===== config.mk =====
export PLATFORM = sky130hd
export DESIGN_NAME = multicycle_control_unit
export DESIGN_NICKNAME = d
export VERILOG_FILES = /design/src/rtl/riscv_ctrl_pkg.sv /design/src/rtl/alu_decoder.sv /design/src/rtl/multicycle_control_unit.sv
export SDC_FILE = /design/constraint.sdc
export NUM_CORES = 1
export LEC_CHECK = 0
export BUFFER_PORTS_ARGS = -buffer_cell sky130_fd_sc_hd__buf_2
export CAP_MARGIN = 20
export CORE_AREA = 2 2 72 74
export CTS_CLUSTER_SIZE = 30
export DETAILED_ROUTE_END_ITERATION = 8
export DIE_AREA = 0 0 74 76
export GPL_TIMING_DRIVEN = 0
export HOLD_SLACK_MARGIN = 0.06
export MAX_ROUTING_LAYER = met4
export PLACE_DENSITY = 0.81
export SYNTH_ARGS = -nofsm -noshare
export SYNTH_HDL_FRONTEND = slang
export SYNTH_SLANG_ARGS = --single-unit

===== constraint.sdc =====
create_clock -name clk -period 2.3 [get_ports clk]
set_clock_uncertainty 0.1 [all_clocks]
set_input_delay 0 -clock clk [delete_from_list [all_inputs] [get_ports clk]]
set_output_delay 0 -clock clk [all_outputs]
set_load 0.03 [all_outputs]

===== src/rtl/riscv_ctrl_pkg.sv =====
// rtl/riscv_ctrl_pkg.sv - shared encodings for the multicycle control unit
// Holds the FSM state enum, opcode constants, ALUControl codes, mux select
// encodings and the immediate-format helper. The JAL state exists only when
// JAL_EN is defined.
package riscv_ctrl_pkg;

  typedef enum logic [3:0] {
    S_FETCH,
    S_DECODE,
    S_MEMADR,
    S_MEMREAD,
    S_MEMWB,
    S_MEMWRITE,
    S_EXECR,
    S_EXECI,
    S_ALUWB,
    S_BRANCH,
    S_HALTED
`ifdef JAL_EN
    , S_JAL
`endif
  } state_t;

  // Operation class handed to the ALU decoder.
  typedef enum logic [1:0] {
    ALUOP_ADD,
    ALUOP_SUB,
    ALUOP_FUNCT
  } alu_op_t;

  localparam logic [6:0] OP_LOAD   = 7'b0000011;
  localparam logic [6:0] OP_STORE  = 7'b0100011;
  localparam logic [6:0] OP_RTYPE  = 7'b0110011;
  localparam logic [6:0] OP_ITYPE  = 7'b0010011;
  localparam logic [6:0] OP_BRANCH = 7'b1100011;
  localparam logic [6:0] OP_JAL    = 7'b1101111;

  localparam logic [2:0] ALU_ADD = 3'b000;
  localparam logic [2:0] ALU_SLL = 3'b001;
  localparam logic [2:0] ALU_SUB = 3'b010;
  localparam logic [2:0] ALU_SLT = 3'b011;
  localparam logic [2:0] ALU_XOR = 3'b100;
  localparam logic [2:0] ALU_SRL = 3'b101;
  localparam logic [2:0] ALU_OR  = 3'b110;
  localparam logic [2:0] ALU_AND = 3'b111;

  localparam logic [1:0] SRCA_PC    = 2'b00;
  localparam logic [1:0] SRCA_OLDPC = 2'b01;
  localparam logic [1:0] SRCA_RS1   = 2'b10;

  localparam logic [1:0] SRCB_RS2  = 2'b00;
  localparam logic [1:0] SRCB_IMM  = 2'b01;
  localparam logic [1:0] SRCB_FOUR = 2'b10;

  localparam logic [1:0] RES_ALUOUT = 2'b00;
  localparam logic [1:0] RES_DATA   = 2'b01;
  localparam logic [1:0] RES_ALURES = 2'b10;

  localparam logic [1:0] IMM_I = 2'b00;
  localparam logic [1:0] IMM_S = 2'b01;
  localparam logic [1:0] IMM_B = 2'b10;
  localparam logic [1:0] IMM_J = 2'b11;

  function automatic logic [1:0] imm_src_for(input logic [6:0] opcode);
    case (opcode)
      OP_STORE:  return IMM_S;
      OP_BRANCH: return IMM_B;
      OP_JAL:    return IMM_J;
      default:   return IMM_I;
    endcase
  endfunction

endpackage


===== src/rtl/alu_decoder.sv =====
// rtl/alu_decoder.sv - combinational ALUControl decode
// Ports: alu_op (operation class from the FSM), funct3, op_5 (opcode bit 5,
// set for R-type), funct7_5; alu_control is the 3-bit code zero-extended
// to ALU_CTRL_W.
module alu_decoder
  import riscv_ctrl_pkg::*;
#(
  parameter int ALU_CTRL_W = 3
) (
  input  alu_op_t               alu_op,
  input  logic [2:0]            funct3,
  input  logic                  op_5,
  input  logic                  funct7_5,
  output logic [ALU_CTRL_W-1:0] alu_control
);

  logic [2:0] code;

  always_comb begin
    code = ALU_ADD;
    case (alu_op)
      ALUOP_SUB: code = ALU_SUB;
      ALUOP_FUNCT: begin
        case (funct3)
          // funct7_5 is part of the immediate for I-type, so only R-type subtracts
          3'b000:  code = (op_5 && funct7_5) ? ALU_SUB : ALU_ADD;
          3'b001:  code = ALU_SLL;
          3'b010:  code = ALU_SLT;
          3'b100:  code = ALU_XOR;
          3'b101:  code = ALU_SRL;
          3'b110:  code = ALU_OR;
          3'b111:  code = ALU_AND;
          default: code = ALU_ADD;
        endcase
      end
      default: code = ALU_ADD;
    endcase
  end

  assign alu_control = ALU_CTRL_W'(code);

endmodule


===== src/rtl/multicycle_control_unit.sv =====
// rtl/multicycle_control_unit.sv - multicycle RISC-V control FSM
// Inputs: clk, rst (async, active high), op/funct3/funct7_5 of the current
// instruction, ZF/SF ALU flags, mem_ready handshake.
// Outputs: datapath enables and mux selects, mem_req, HALT, mem_err (sticky
// memory timeout), instret (retired-instruction count).
// Define JAL_EN to add the JAL state; otherwise JAL decodes as illegal.
module multicycle_control_unit
  import riscv_ctrl_pkg::*;
#(
  parameter int ALU_CTRL_W  = 3,
  parameter int CNT_W       = 32,
  parameter int MEM_TIMEOUT = 15
) (
  input  logic                  clk,
  input  logic                  rst,
  input  logic [6:0]            op,
  input  logic [2:0]            funct3,
  input  logic                  funct7_5,
  input  logic                  ZF,
  input  logic                  SF,
  input  logic                  mem_ready,
  output logic                  mem_req,
  output logic                  AdrSrc,
  output logic                  IRWrite,
  output logic                  PCWrite,
  output logic                  MemWrite,
  output logic                  RegWrite,
  output logic [1:0]            ALUSrcA,
  output logic [1:0]            ALUSrcB,
  output logic [1:0]            ResultSrc,
  output logic [1:0]            ImmSrc,
  output logic [ALU_CTRL_W-1:0] ALUControl,
  output logic                  HALT,
  output logic                  mem_err,
  output logic [CNT_W-1:0]      instret
);

  localparam int WAIT_W = (MEM_TIMEOUT < 2) ? 1 : $clog2(MEM_TIMEOUT + 1);

  state_t            state_q, state_d;
  logic [WAIT_W-1:0] wait_q, wait_d;
  logic [CNT_W-1:0]  instret_q, instret_d;
  logic              mem_err_q, mem_err_d;
  logic              mem_wait;
  logic              timeout_hit;
  logic              branch_taken;
  alu_op_t           alu_op;

  // wait_q counts cycles already spent waiting, so the final allowed cycle
  // is MEM_TIMEOUT-1; a mem_ready on that cycle still completes the access.
  assign timeout_hit = (MEM_TIMEOUT > 0) && (int'(wait_q) == MEM_TIMEOUT - 1);

  always_comb begin
    case (funct3)
      3'b000:  branch_taken = ZF;
      3'b001:  branch_taken = ~ZF;
      3'b100:  branch_taken = SF;
      3'b101:  branch_taken = ~SF;
      default: branch_taken = 1'b0;
    endcase
  end

  always_comb begin
    state_d   = state_q;
    wait_d    = '0;
    mem_err_d = mem_err_q;
    instret_d = instret_q;
    mem_wait  = 1'b0;
    case (state_q)
      S_FETCH:    if (mem_ready) state_d = S_DECODE;   else mem_wait = 1'b1;
      S_MEMREAD:  if (mem_ready) state_d = S_MEMWB;    else mem_wait = 1'b1;
      S_MEMWRITE: if (mem_ready) state_d = S_FETCH;    else mem_wait = 1'b1;
      S_DECODE: begin
        case (op)
          OP_LOAD, OP_STORE: state_d = S_MEMADR;
          OP_RTYPE:          state_d = S_EXECR;
          OP_ITYPE:          state_d = S_EXECI;
          OP_BRANCH:         state_d = S_BRANCH;
`ifdef JAL_EN
          OP_JAL:            state_d = S_JAL;
`endif
          default:           state_d = S_HALTED;
        endcase
      end
      S_MEMADR:         state_d = (op == OP_LOAD) ? S_MEMREAD : S_MEMWRITE;
      S_MEMWB:          state_d = S_FETCH;
      S_EXECR, S_EXECI: state_d = S_ALUWB;
      S_ALUWB:          state_d = S_FETCH;
      S_BRANCH:         state_d = S_FETCH;
`ifdef JAL_EN
      S_JAL:            state_d = S_ALUWB;
`endif
      S_HALTED:         state_d = S_HALTED;
      default:          state_d = S_HALTED;
    endcase

    // Counter only advances while parked in a memory state; any state change
    // (including entering FETCH/MEMREAD/MEMWRITE) leaves it at zero.
    if (mem_wait && (MEM_TIMEOUT > 0)) begin
      if (timeout_hit) begin
        state_d   = S_HALTED;
        mem_err_d = 1'b1;
      end else begin
        wait_d = wait_q + WAIT_W'(1);
      end
    end

    if ((state_d == S_FETCH) && (state_q != S_FETCH)) instret_d = instret_q + CNT_W'(1);
  end

  always_ff @(posedge clk or posedge rst) begin
    if (rst) begin
      state_q   <= S_FETCH;
      wait_q    <= '0;
      instret_q <= '0;
      mem_err_q <= 1'b0;
    end else begin
      state_q   <= state_d;
      wait_q    <= wait_d;
      instret_q <= instret_d;
      mem_err_q <= mem_err_d;
    end
  end

  always_comb begin
    mem_req   = 1'b0;
    AdrSrc    = 1'b0;
    IRWrite   = 1'b0;
    PCWrite   = 1'b0;
    MemWrite  = 1'b0;
    RegWrite  = 1'b0;
    ALUSrcA   = SRCA_PC;
    ALUSrcB   = SRCB_RS2;
    ResultSrc = RES_ALUOUT;
    ImmSrc    = IMM_I;
    alu_op    = ALUOP_ADD;
    case (state_q)
      S_FETCH: begin
        mem_req = 1'b1;
        if (mem_ready) begin
          IRWrite   = 1'b1;
          PCWrite   = 1'b1;
          ALUSrcB   = SRCB_FOUR;
          ResultSrc = RES_ALURES;
        end
      end
      S_DECODE: begin
        ALUSrcA = SRCA_OLDPC;
        ALUSrcB = SRCB_IMM;
        ImmSrc  = imm_src_for(op);
      end
      S_MEMADR: begin
        ALUSrcA = SRCA_RS1;
        ALUSrcB = SRCB_IMM;
        ImmSrc  = imm_src_for(op);
      end
      S_MEMREAD: begin
        mem_req = 1'b1;
        AdrSrc  = 1'b1;
      end
      S_MEMWRITE: begin
        mem_req  = 1'b1;
        AdrSrc   = 1'b1;
        MemWrite = 1'b1;
      end
      S_MEMWB: begin
        RegWrite  = 1'b1;
        ResultSrc = RES_DATA;
      end
      S_EXECR: begin
        ALUSrcA = SRCA_RS1;
        ALUSrcB = SRCB_RS2;
        alu_op  = ALUOP_FUNCT;
      end
      S_EXECI: begin
        ALUSrcA = SRCA_RS1;
        ALUSrcB = SRCB_IMM;
        ImmSrc  = imm_src_for(op);
        alu_op  = ALUOP_FUNCT;
      end
      S_ALUWB: RegWrite = 1'b1;
      S_BRANCH: begin
        // ALU compares rs1-rs2 for the flags; ALUOut already holds the target
        ALUSrcA = SRCA_RS1;
        ALUSrcB = SRCB_RS2;
        ImmSrc  = imm_src_for(op);
        alu_op  = ALUOP_SUB;
        PCWrite = branch_taken;
      end
`ifdef JAL_EN
      S_JAL: begin
        PCWrite = 1'b1;
        ALUSrcA = SRCA_OLDPC;
        ALUSrcB = SRCB_FOUR;
        ImmSrc  = imm_src_for(op);
      end
`endif
      default: ;
    endcase
    // Reset lands in FETCH, which would otherwise fire IRWrite/PCWrite on mem_ready.
    if (rst) begin
      mem_req  = 1'b0;
      IRWrite  = 1'b0;
      PCWrite  = 1'b0;
      MemWrite = 1'b0;
      RegWrite = 1'b0;
    end
  end

  alu_decoder #(.ALU_CTRL_W(ALU_CTRL_W)) u_alu_decoder (
    .alu_op      (alu_op),
    .funct3      (funct3),
    .op_5        (op[5]),
    .funct7_5    (funct7_5),
    .alu_control (ALUControl)
  );

  assign HALT    = (state_q == S_HALTED);
  assign mem_err = mem_err_q;
  assign instret = instret_q;

endmodule

==> results.yml, run 1 <==
routing:
  ant_nets: 0
  drtPass1Iterations: 4
  drt-wirelength-per-cell_um: 13.9
  drc: 0
  wl_mm: 5.55
  dr.first_iter.drc_count: 114
  viasPerCell: 5.45
  via_count: 2169
synthesis:
  synthCells: 250
  ys_ff_latch: 41
  ys_warn_count: 0
  synth_edf_count: 0
  ys_seq_area_frac: 0.414
  syn_avg_cell_area_um2: 9.90
  async_flop_share: 1.00
  synthesis.area_um2: 2480
  ys_dominant_reg_cell: "dfrtp_1"
  yosys.cell_types.count: 49
  syn-num-nets: 271
layout:
  fin_nets: 348
  final_util: 0.642
  n_antenna_cell: 0
  final_cell_count_no_fill: 398
  final_area_um2: 3160
  drive_gt1_frac: 0.354
  syn_to_final_growth_pct: 27.4
timing:
  fmaxAchievable_mhz: 436
  setup_slack_ns: 0.00471
  max_slew_margin: 0.458
  rsz0062_at_grt: "true"
  finalCriticalPeriod_ns: 2.30
  hold_viol_final: 0
  worst_pin_slew_ns: 0.812
  slew_violations: 0
  setup_viol: 0
  fin_crit_sh: 0.998
floorplanning:
  io_pins: 67
  std_cell_rows: 26
  core_um2: 4910
  die_h_um: 76
  die_w_um: 74
  initial_core_util: 0.504
  die-area_um2: 5620
setup_path:
  arrival_ns: 2.41
  critPathRequiredTime_ns: 2.41
  rr_worst_depth: 9
  crit_type: "register to register"
  r2r_slack_ns: 0.005
  worstPathMaxFanout: 10
  setup.worst_path.end_class: "register"
  worstSetupStartpointType: "register"
clock_network:
  clock-sinks: 41
  cts-root-buf: "clkbuf_8"
  cts_buffers: 5
  clk_pin_slew_ns: 0.07
  clk_path_buf_depth: 2
  h-tree-depth: 2
  clock_latency_ns: 0.29
  cts_tree: "yes"
placed_design:
  place_area_um2: 2890
  dp_cells: 384
  numPortBuffers: 64
  dp_slack_ns: 0.0139
  place_hpwl_mm: 3.81
  globalplace.congestion: 0.809
hold_path:
  hp-class: "input port to register"
  min_path_cells: 4
pwr:
  ir_drop_mv: 0.523
  p_leak_nw: 1.53
  power_density_nw_per_um2: 437
  finalPower_mw: 1.38
flow_run:
  drv_cap: 0
global_routing:
  grt_overflow_total: 0
  grtUsageTotal: 0.206
  grt_antenna_before_repair: 0
  grt_pass1_wl_mm: 9.03
  grt_pass1_vias: 2043
  grt_max_degree: 42
outcome:
  outcome: "complete, no violations"
-- report_power, final --
part           leakage, nW  switching [mW]  internal, mW
clock network       0.0585           0.236         0.354
registers            0.560        0.000397         0.721
logic                0.910          0.0406        0.0254
-- synth_stat cells (all sizes together), types with 2 or more instances --
cell / n / area, um^2
and3: 14 / 87.6
and4: 2 / 17.5
ha: 5 / 62.6
and3b: 2 / 17.5
a31oi: 2 / 12.5
xnor2: 34 / 298
nand2: 11 / 41.3
a211o: 2 / 17.5
nor3: 5 / 25.0
and2: 4 / 25.0
buf: 11 / 100
a21o: 2 / 15.0
nand2b: 2 / 12.5
inv: 6 / 22.5
or4b: 2 / 20.0
nand3: 19 / 95.1
nor2b: 5 / 31.3
o21ai: 2 / 10.0
dfrtp: 41 / 1030
nor4b: 2 / 23.8
or2: 4 / 25.0
nor3b: 4 / 30.0
nand4: 17 / 106
nand3b: 3 / 22.5
or3: 2 / 12.5
nor2: 20 / 75.1
xor2: 4 / 35.0
a21oi: 5 / 25.0
-- critical path, stage by stage (launching register included) --
cell and delay (ns):
dfrtp_1 0.38, buf_6 0.14, or4bb_1 0.50, o211ai_1 0.27
a311o_1 0.21, nor4_4 0.04, buf_4 0.18, buf_6 0.15
nand4_1 0.12, xnor2_1 0.12
-- cell type report --
cell class | instances | area (um^2)
plain buffers | 12 | 113
well taps | 70 | 87.6
multi-input cells | 191 | 1420
flip-flops and latches | 41 | 1030
clock inverters | 1 | 30.0
repair buffers | 70 | 373
inverters | 6 | 22.5
fillers | 376 | 1760
clock buffers | 7 | 86.3
-- through the flow --
step / hold WS (ns) / TNS, ns
2_1_floorplan: 0.00958 / 0
3_3_place_gp: 0.238 / 0
3_5_place_dp: 0.158 / 0
4_1_cts: 0.0642 / 0
5_1_grt: 0.116 / -0.966
6_report: 0.0847 / 0
-- sequential cells by signal, summed over array words and instances (netlist names) --
name,cells
instret,32
state_q,4
wait_q,4
mem_err,1
-- routing by layer --
metal	up-vias	routed length, um	part of all wire	track usage
li1	1051	-	-	-
met1	1054	2530	0.46	0.274
met2	53	2720	0.49	0.316
met3	11	215	0.039	0.0397
met4	0	77	0.014	0.0691
met5	-	0	0	-
-- cell families after synthesis --
| group | share of synthesized area |
|---|---|
| AND/OR/NAND/NOR | 0.298 |
| flip-flops | 0.414 |
| XOR/XNOR | 0.134 |
| AO/OA/AOI/OAI | 0.0677 |
| buffers and inverters | 0.0515 |
| adder cells (fa/ha/maj) | 0.0253 |
| multiplexers | 0.00859 |
-- layout by cell type, fill, tap and decap left out, drive strengths merged, types with 2 or more instances in the layout --
cell type and instances:
and2 4, clkbuf 8, and4 2, or4b 2, and3 14, buf 78, nor2b 5, or3 2
nor3 5, a31oi 2, nand3 19, nand3b 3, ha 5, xnor2 34, dlygate4sd3 3, nor3b 4
a21oi 5, and3b 2, inv 6, dfrtp 41, nand2b 2, o21ai 2, a21o 2, nand2 11
nand4 17, xor2 4, or2 4, a211o 2, nor4b 2, nor2 20
-- path summary, 6_finish.rpt --
check / from / endpoint
worst max register to register: state_q[1]$_DFF_PP0_ / instret[17]$_DFFE_PP0P_
worst max-delay path: state_q[1]$_DFF_PP0_ / instret[17]$_DFFE_PP0P_
worst min register to register: instret[31]$_DFFE_PP0P_ / instret[31]$_DFFE_PP0P_
min in group asynchronous: rst / mem_err$_DFFE_PP0P_
worst min-delay path: op[6] / state_q[3]$_DFF_PP0_
max in group asynchronous: rst / state_q[3]$_DFF_PP0_
-- what timing repair did --
item / in CTS / in global routing
gates resized for setup: 6 / 14
buffers inserted: 2 / 2
endpoints found under the hold margin: 43 / 0
pin swaps: 1 / 14
endpoints found under the setup margin: 4 / 32
hold buffers: 3 / 0
Note: power is estimated with default switching activity, not from simulation.
==> inputs of run 2 (changes only) <==
==> constraint.sdc (replaced) <==
create_clock -name clk -period 2.3 [get_ports clk]
set_clock_uncertainty 0.1 [all_clocks]
set_input_delay 0.23 -clock clk [delete_from_list [all_inputs] [get_ports clk]]
set_output_delay 0.23 -clock clk [all_outputs]
set_load 0.03 [all_outputs]
==> run 2 against run 1 <==
Compared with the run above: the flow now finishes with violations (negative setup slack); non-clock buffer count grew 2; sequential share of layout area shrank 0.55 points; worst hold slack lost 0.047 ns; register-to-register slack lost 0.06 ns; global-route usage grew 0.68 points; setup slack lost 0.063 ns; critical path depth shrank 1; sequential power is essentially flat; critical endpoint is now instret[1]$_DFFE_PP0P_; highest routed layer unchanged.
==> results.yml, run 2 (synthesized netlist as in run 1, its figures left out) <==
outcome:
  outcome: "finished, violations left"
  violations: "negative setup slack"
setup_path:
  r2r-end: "instret[1]$_DFFE_PP0P_"
  path_depth: 8
  path_cells: "buf_6 > or4bb_1 > o211ai_1 > a311o_1 > nor4_4 > buf_6 > buf_4 > mux2_2"
  worstPathMaxFanout: 6
  cpPeakStageDelay_ns: 0.53
  cpMostUsedCell: "buf_6"
  setup.worst_path.end_class: "register"
  r2r_slack_ns: -0.06
  critPathCapture: "instret[1]$_DFFE_PP0P_"
  worstSetupStartpointType: "register"
  cp_slowest_cell: "or4bb_1"
  crit_type: "register to register"
  arrival_ns: 2.44
  startpoint: "state_q[3]$_DFF_PP0_"
  rr_startpoint: "state_q[3]$_DFF_PP0_"
  path_delay_family: "simple AND/OR/NAND/NOR gates"
  worstPathBufferInverterCount: 3
  rr_worst_depth: 8
  critPathRequiredTime_ns: 2.39
pwr:
  combPwrFrac: 0.051
  finalPower_mw: 1.24
  clockPowerShare: 0.367
  ir_drop_mv: 0.289
  power_density_nw_per_um2: 387
  swShare: 0.231
  p_sw_mw: 0.286
  seq_power_share: 0.582
  p_leak_nw: 1.56
  p_int_mw: 0.953
timing:
  slew_violations: 0
  rsz0062_at_grt: "true"
  fmaxAchievable_mhz: 424
  finalCriticalPeriod_ns: 2.36
  max_slew_margin: 0.451
  hold_viol_final: 0
  fin_crit_sh: 1.03
  worst_pin_slew_ns: 0.822
  setup_slack_ns: -0.0584
  setup_viol: 7
floorplanning:
  die_h_um: 76
  die-area_um2: 5620
  io_pins: 67
  core_um2: 4910
  initial_core_util: 0.504
  std_cell_rows: 26
  die_w_um: 74
global_routing:
  grt_pass1_vias: 2029
  grt_antenna_before_repair: 0
  grt_max_degree: 42
  grtUsageTotal: 0.213
  grt_overflow_total: 0
  grt_pass1_wl_mm: 9.29
flow_run:
  drv_cap: 0
placed_design:
  numPortBuffers: 64
  place_area_um2: 2890
  dp_cells: 384
  place_hpwl_mm: 3.91
  globalplace.congestion: 0.808
  dp_slack_ns: -0.0381
clock_network:
  clock-sinks: 41
  clock_latency_ns: 0.30
  clk_pin_slew_ns: 0.08
  hold_buffers: 0
  cts_tree: "yes"
  h-tree-depth: 2
  cts-root-buf: "clkbuf_8"
  clk_path_buf_depth: 2
  cts_buffers: 5
layout:
  nFillCells: 378
  final_area_um2: 3210
  n_antenna_cell: 0
  syn_to_final_growth_pct: 29.5
  drive_gt1_frac: 0.385
  final_cell_count_no_fill: 400
  layout_common_cells: "buf_2 (62), dfrtp_1 (41), xnor2_1 (31)"
  layout_commonest_cell: "buf_2"
  regArea_um2: 1030
  largest_reg_flops: 32
  fin_nets: 350
  multiInputGateArea_um2: 1460
routing:
  ant_nets: 0
  drc: 0
  drt-wirelength-per-cell_um: 14.7
  drtPass1Iterations: 4
  viasPerCell: 5.41
  via_count: 2162
  wl_mm: 5.89
  dr.first_iter.drc_count: 129
hold_path:
  hp-class: "input port to asynchronous set/reset pin"
-- run 2: changes by cell type in the layout (fill, tap and decap cells not counted), moves of 2 or more --
cell / previous run / this run
clkbuf_4: 0 / 2
clkinv_2: 0 / 2
xnor2_2: 1 / 3
nor2b_1: 5 / 3
dlygate4sd3_1: 3 / 0
buf_4: 5 / 9
xnor2_1: 33 / 31
buf_2: 66 / 62
-- run 2: final cells by class --
| class | count | share of cell area |
|---|---|---|
| buffer | 12 | 0.0363 |
| timing repair buffer | 72 | 0.130 |
| inverter | 6 | 0.00703 |
| clock buffer | 6 | 0.0226 |
| multi-input combinational | 191 | 0.454 |
| tap | 70 | 0.0273 |
| clock inverter | 2 | 0.00312 |
| sequential | 41 | 0.320 |
-- run 2: metrics by stage --
stage / hold slack, ns / TNS [ns] / utilization
after floorplan: 0.352 / -0.0850 / -
after global placement: 0.348 / 0 / 0.588
after detailed placement: 0.360 / -0.194 / 0.588
after CTS: 0.0625 / -0.300 / 0.610
after global routing: 0.119 / -2.41 / 0.653
final: 0.0381 / -0.193 / 0.653
-- run 2: how the worst min path moves through the flow --
stage / startpoint / endpoint / slack [ns] / cells past startpoint
after floorplan: wait_q[0]$_DFF_PP0_ / wait_q[0]$_DFF_PP0_ / 0.35 / 1
after global placement: mem_err$_DFFE_PP0P_ / mem_err$_DFFE_PP0P_ / 0.35 / 1
after detailed placement: mem_err$_DFFE_PP0P_ / mem_err$_DFFE_PP0P_ / 0.36 / 1
after CTS: rst / instret[29]$_DFFE_PP0P_ / 0.06 / 2
after global routing: rst / instret[29]$_DFFE_PP0P_ / 0.12 / 2
final: rst / mem_err$_DFFE_PP0P_ / 0.04 / 2
-- run 2: layer usage --
metal,GRT usage,vias up,part of all wire
met5,-,-,0
met4,0.0618,0,0.010
met3,0.0357,8,0.040
met2,0.329,55,0.50
met1,0.288,1055,0.45
li1,-,1044,-
-- run 2: power groups by stage --
stage | Combinational, mW | Sequential (mW) | Clock (mW)
2_1_floorplan | 0.0337 | 0.738 | 0
3_3_place_gp | 0.0608 | 0.736 | 0
3_5_place_dp | 0.0626 | 0.736 | 0
4_1_cts | 0.0629 | 0.721 | 0.462
5_1_grt | 0.0723 | 0.722 | 0.503
6_report | 0.0634 | 0.722 | 0.454
-- run 2: timing repair --
item / CTS / global route
pin swaps: 7 / 20
endpoints found under the setup margin: 23 / 38
cloned: 0 / 1
buffers inserted: 1 / 7
gates resized for setup: 5 / 29
==> inputs of run 3 (changes only) <==
--- a/config.mk
+++ b/config.mk
@@ -5,16 +5,17 @@
 export SDC_FILE = /design/constraint.sdc
 export NUM_CORES = 1
 export LEC_CHECK = 0
-export BUFFER_PORTS_ARGS = -buffer_cell sky130_fd_sc_hd__buf_2
 export CAP_MARGIN = 20
-export CORE_AREA = 2 2 72 74
+export CORE_AREA = 2 2 88 90
 export CTS_CLUSTER_SIZE = 30
 export DETAILED_ROUTE_END_ITERATION = 8
-export DIE_AREA = 0 0 74 76
+export DIE_AREA = 0 0 90 92
+export DONT_BUFFER_PORTS = 1
 export GPL_TIMING_DRIVEN = 0
 export HOLD_SLACK_MARGIN = 0.06
 export MAX_ROUTING_LAYER = met4
-export PLACE_DENSITY = 0.81
+export PLACE_DENSITY = 0.51
+export SLEW_MARGIN = 0
 export SYNTH_ARGS = -nofsm -noshare
 export SYNTH_HDL_FRONTEND = slang
 export SYNTH_SLANG_ARGS = --single-unit
==> run 3 against run 2 <==
Compared with the run above: the flow still finishes with violations (negative setup slack); register-to-register slack is essentially flat; highest routed layer unchanged; critical endpoint is now instret[17]$_DFFE_PP0P_; final area is 7.7% lower; largest cell class unchanged; global-route usage decreased by 6.3 points.
==> results.yml, run 3 (synthesized netlist as in run 1, its figures left out) <==
setup_path:
  setup.worst_path.end_class: "register"
  crit_type: "register to register"
  critPathRequiredTime_ns: 2.38
  worstPathMaxFanout: 10
  arrival_ns: 2.43
  worstSetupStartpointType: "register"
outcome:
  outcome: "finished, violations left"
  violations: "negative setup slack"
layout:
  n_antenna_cell: 0
  layout_common_cells: "dfrtp_1 (37), xnor2_1 (33), nand3_1 (18)"
  fin_nets: 288
  final_cell_count_no_fill: 370
  syn_to_final_growth_pct: 19.5
  layout_commonest_cell: "dfrtp_1"
  largest_reg_flops: 32
  drive_gt1_frac: 0.250
floorplanning:
  die_h_um: 92
  die_w_um: 90
  die-area_um2: 8280
  core_um2: 7450
  io_pins: 67
  std_cell_rows: 32
  initial_core_util: 0.332
placed_design:
  dp_slack_ns: -0.286
  dp_cells: 352
  numPortBuffers: 0
  place_hpwl_mm: 3.99
  globalplace.congestion: 0.764
routing:
  dr.first_iter.drc_count: 82
  drt-wirelength-per-cell_um: 15.6
  ant_nets: 0
  drtPass1Iterations: 4
  drc: 0
  wl_mm: 5.77
  viasPerCell: 5.21
  via_count: 1929
timing:
  tns_ns: -0.292
  setup_viol: 15
  slew_violations: 0
  max_slew_margin: 0.429
  worst_pin_slew_ns: 0.855
  finalCriticalPeriod_ns: 2.36
  fmaxAchievable_mhz: 425
  rsz0062_at_grt: "true"
  hold_viol_final: 0
  setup_slack_ns: -0.0555
  fin_crit_sh: 1.02
pwr:
  p_leak_nw: 1.24
  power_density_nw_per_um2: 418
  p_sw_mw: 0.288
  combPwrFrac: 0.037
  ir_drop_mv: 0.220
  seq_power_share: 0.586
  clockPowerShare: 0.377
  p_int_mw: 0.947
  swShare: 0.234
global_routing:
  gr-usage-met3: 0.0534
  grt_overflow_total: 0
  met1_usage: 0.183
  grt_max_degree: 42
  grtUsageTotal: 0.150
  grt_antenna_before_repair: 0
  grt_pass1_vias: 1944
  gr-max-usage-layer: "met2"
  grt_pass1_wl_mm: 9.77
  use_met2: 0.238
clock_network:
  cts-root-buf: "clkbuf_8"
  clock-sinks: 41
  h-tree-depth: 2
  cts_buffers: 5
  cts_tree: "yes"
  clk_pin_slew_ns: 0.08
  clock_latency_ns: 0.30
  clk_path_buf_depth: 2
hold_path:
  hp-class: "input port to register"
flow_run:
  drv_cap: 0
## run 3: cell count changes in the layout (fill, tap and decap cells not counted), sizes merged
cell / delta
buf: -60
dlygate4sd3: +1
clkbuf: -3
## run 3: critical path, cell delays in order (launching register included)
cell     delay, ns
dfrtp_1       0.37
buf_6         0.14
buf_8         0.15
buf_4         0.14
o21ai_0       0.18
o41ai_2       0.16
nor4_4        0.47
buf_6         0.22
nand4_1       0.14
xnor2_1       0.17
## run 3: layout make-up
type | instances | area (um^2)
clock buffer | 6 | 72.6
buffer | 12 | 120
timing repair buffer | 10 | 77.6
sequential | 41 | 1030
tap | 102 | 128
clock inverter | 2 | 10.0
fill | 766 | 4490
inverter | 6 | 22.5
multi-input combinational | 191 | 1500
## run 3: path summary, 6_finish.rpt
kind                                       from                       to  slack, ns  cells after the start
hold / removal                            op[2]     state_q[3]$_DFF_PP0_       0.10                      3
setup reg to reg           state_q[2]$_DFF_PP0_  instret[17]$_DFFE_PP0P_      -0.06                      9
hold reg to reg             wait_q[0]$_DFF_PP0_      wait_q[0]$_DFF_PP0_       0.39                      1
max in group asynchronous                   rst     state_q[3]$_DFF_PP0_       1.03                      2
min in group asynchronous                   rst      mem_err$_DFFE_PP0P_       0.47                      2
setup / recovery           state_q[2]$_DFF_PP0_  instret[17]$_DFFE_PP0P_      -0.06                      9
## run 3: metrics by stage
stage                     instance area [um^2]  hold WS [ns]  power, mW  utilization
after floorplan                           2480         0.352      0.771            -
after global placement                    2610         0.380      0.780        0.350
after detailed placement                  2610         0.262      0.781        0.350
after CTS                                 2890        0.0828       1.25        0.388
after global routing                      2960         0.110       1.29        0.397
final                                     2960         0.103       1.24        0.397
## run 3: power by group through the flow
stage | sequential, mW | combinational, mW | clock [mW]
after global routing | 0.724 | 0.0525 | 0.515
after global placement | 0.738 | 0.0420 | 0
after detailed placement | 0.738 | 0.0430 | 0
final | 0.723 | 0.0457 | 0.466
after floorplan | 0.738 | 0.0337 | 0
after CTS | 0.723 | 0.0475 | 0.481
## run 3: repair_timing
| item | 4_1_cts | 5_1_grt |
|---|---|---|
| pin swaps | 11 | 8 |
| hold buffers | 1 | 0 |
| hold endpoints to repair | 41 | 0 |
| gates resized for setup | 25 | 13 |
| buffers inserted | 8 | 2 |
| endpoints found under the setup margin | 37 | 38 |
## run 3: layer usage
layer / wire length, um / vias up
met3: 338 / 6
met1: 2630 / 960
li1: - / 923
met5: 0 / -
met4: 54 / 0
met2: 2750 / 40
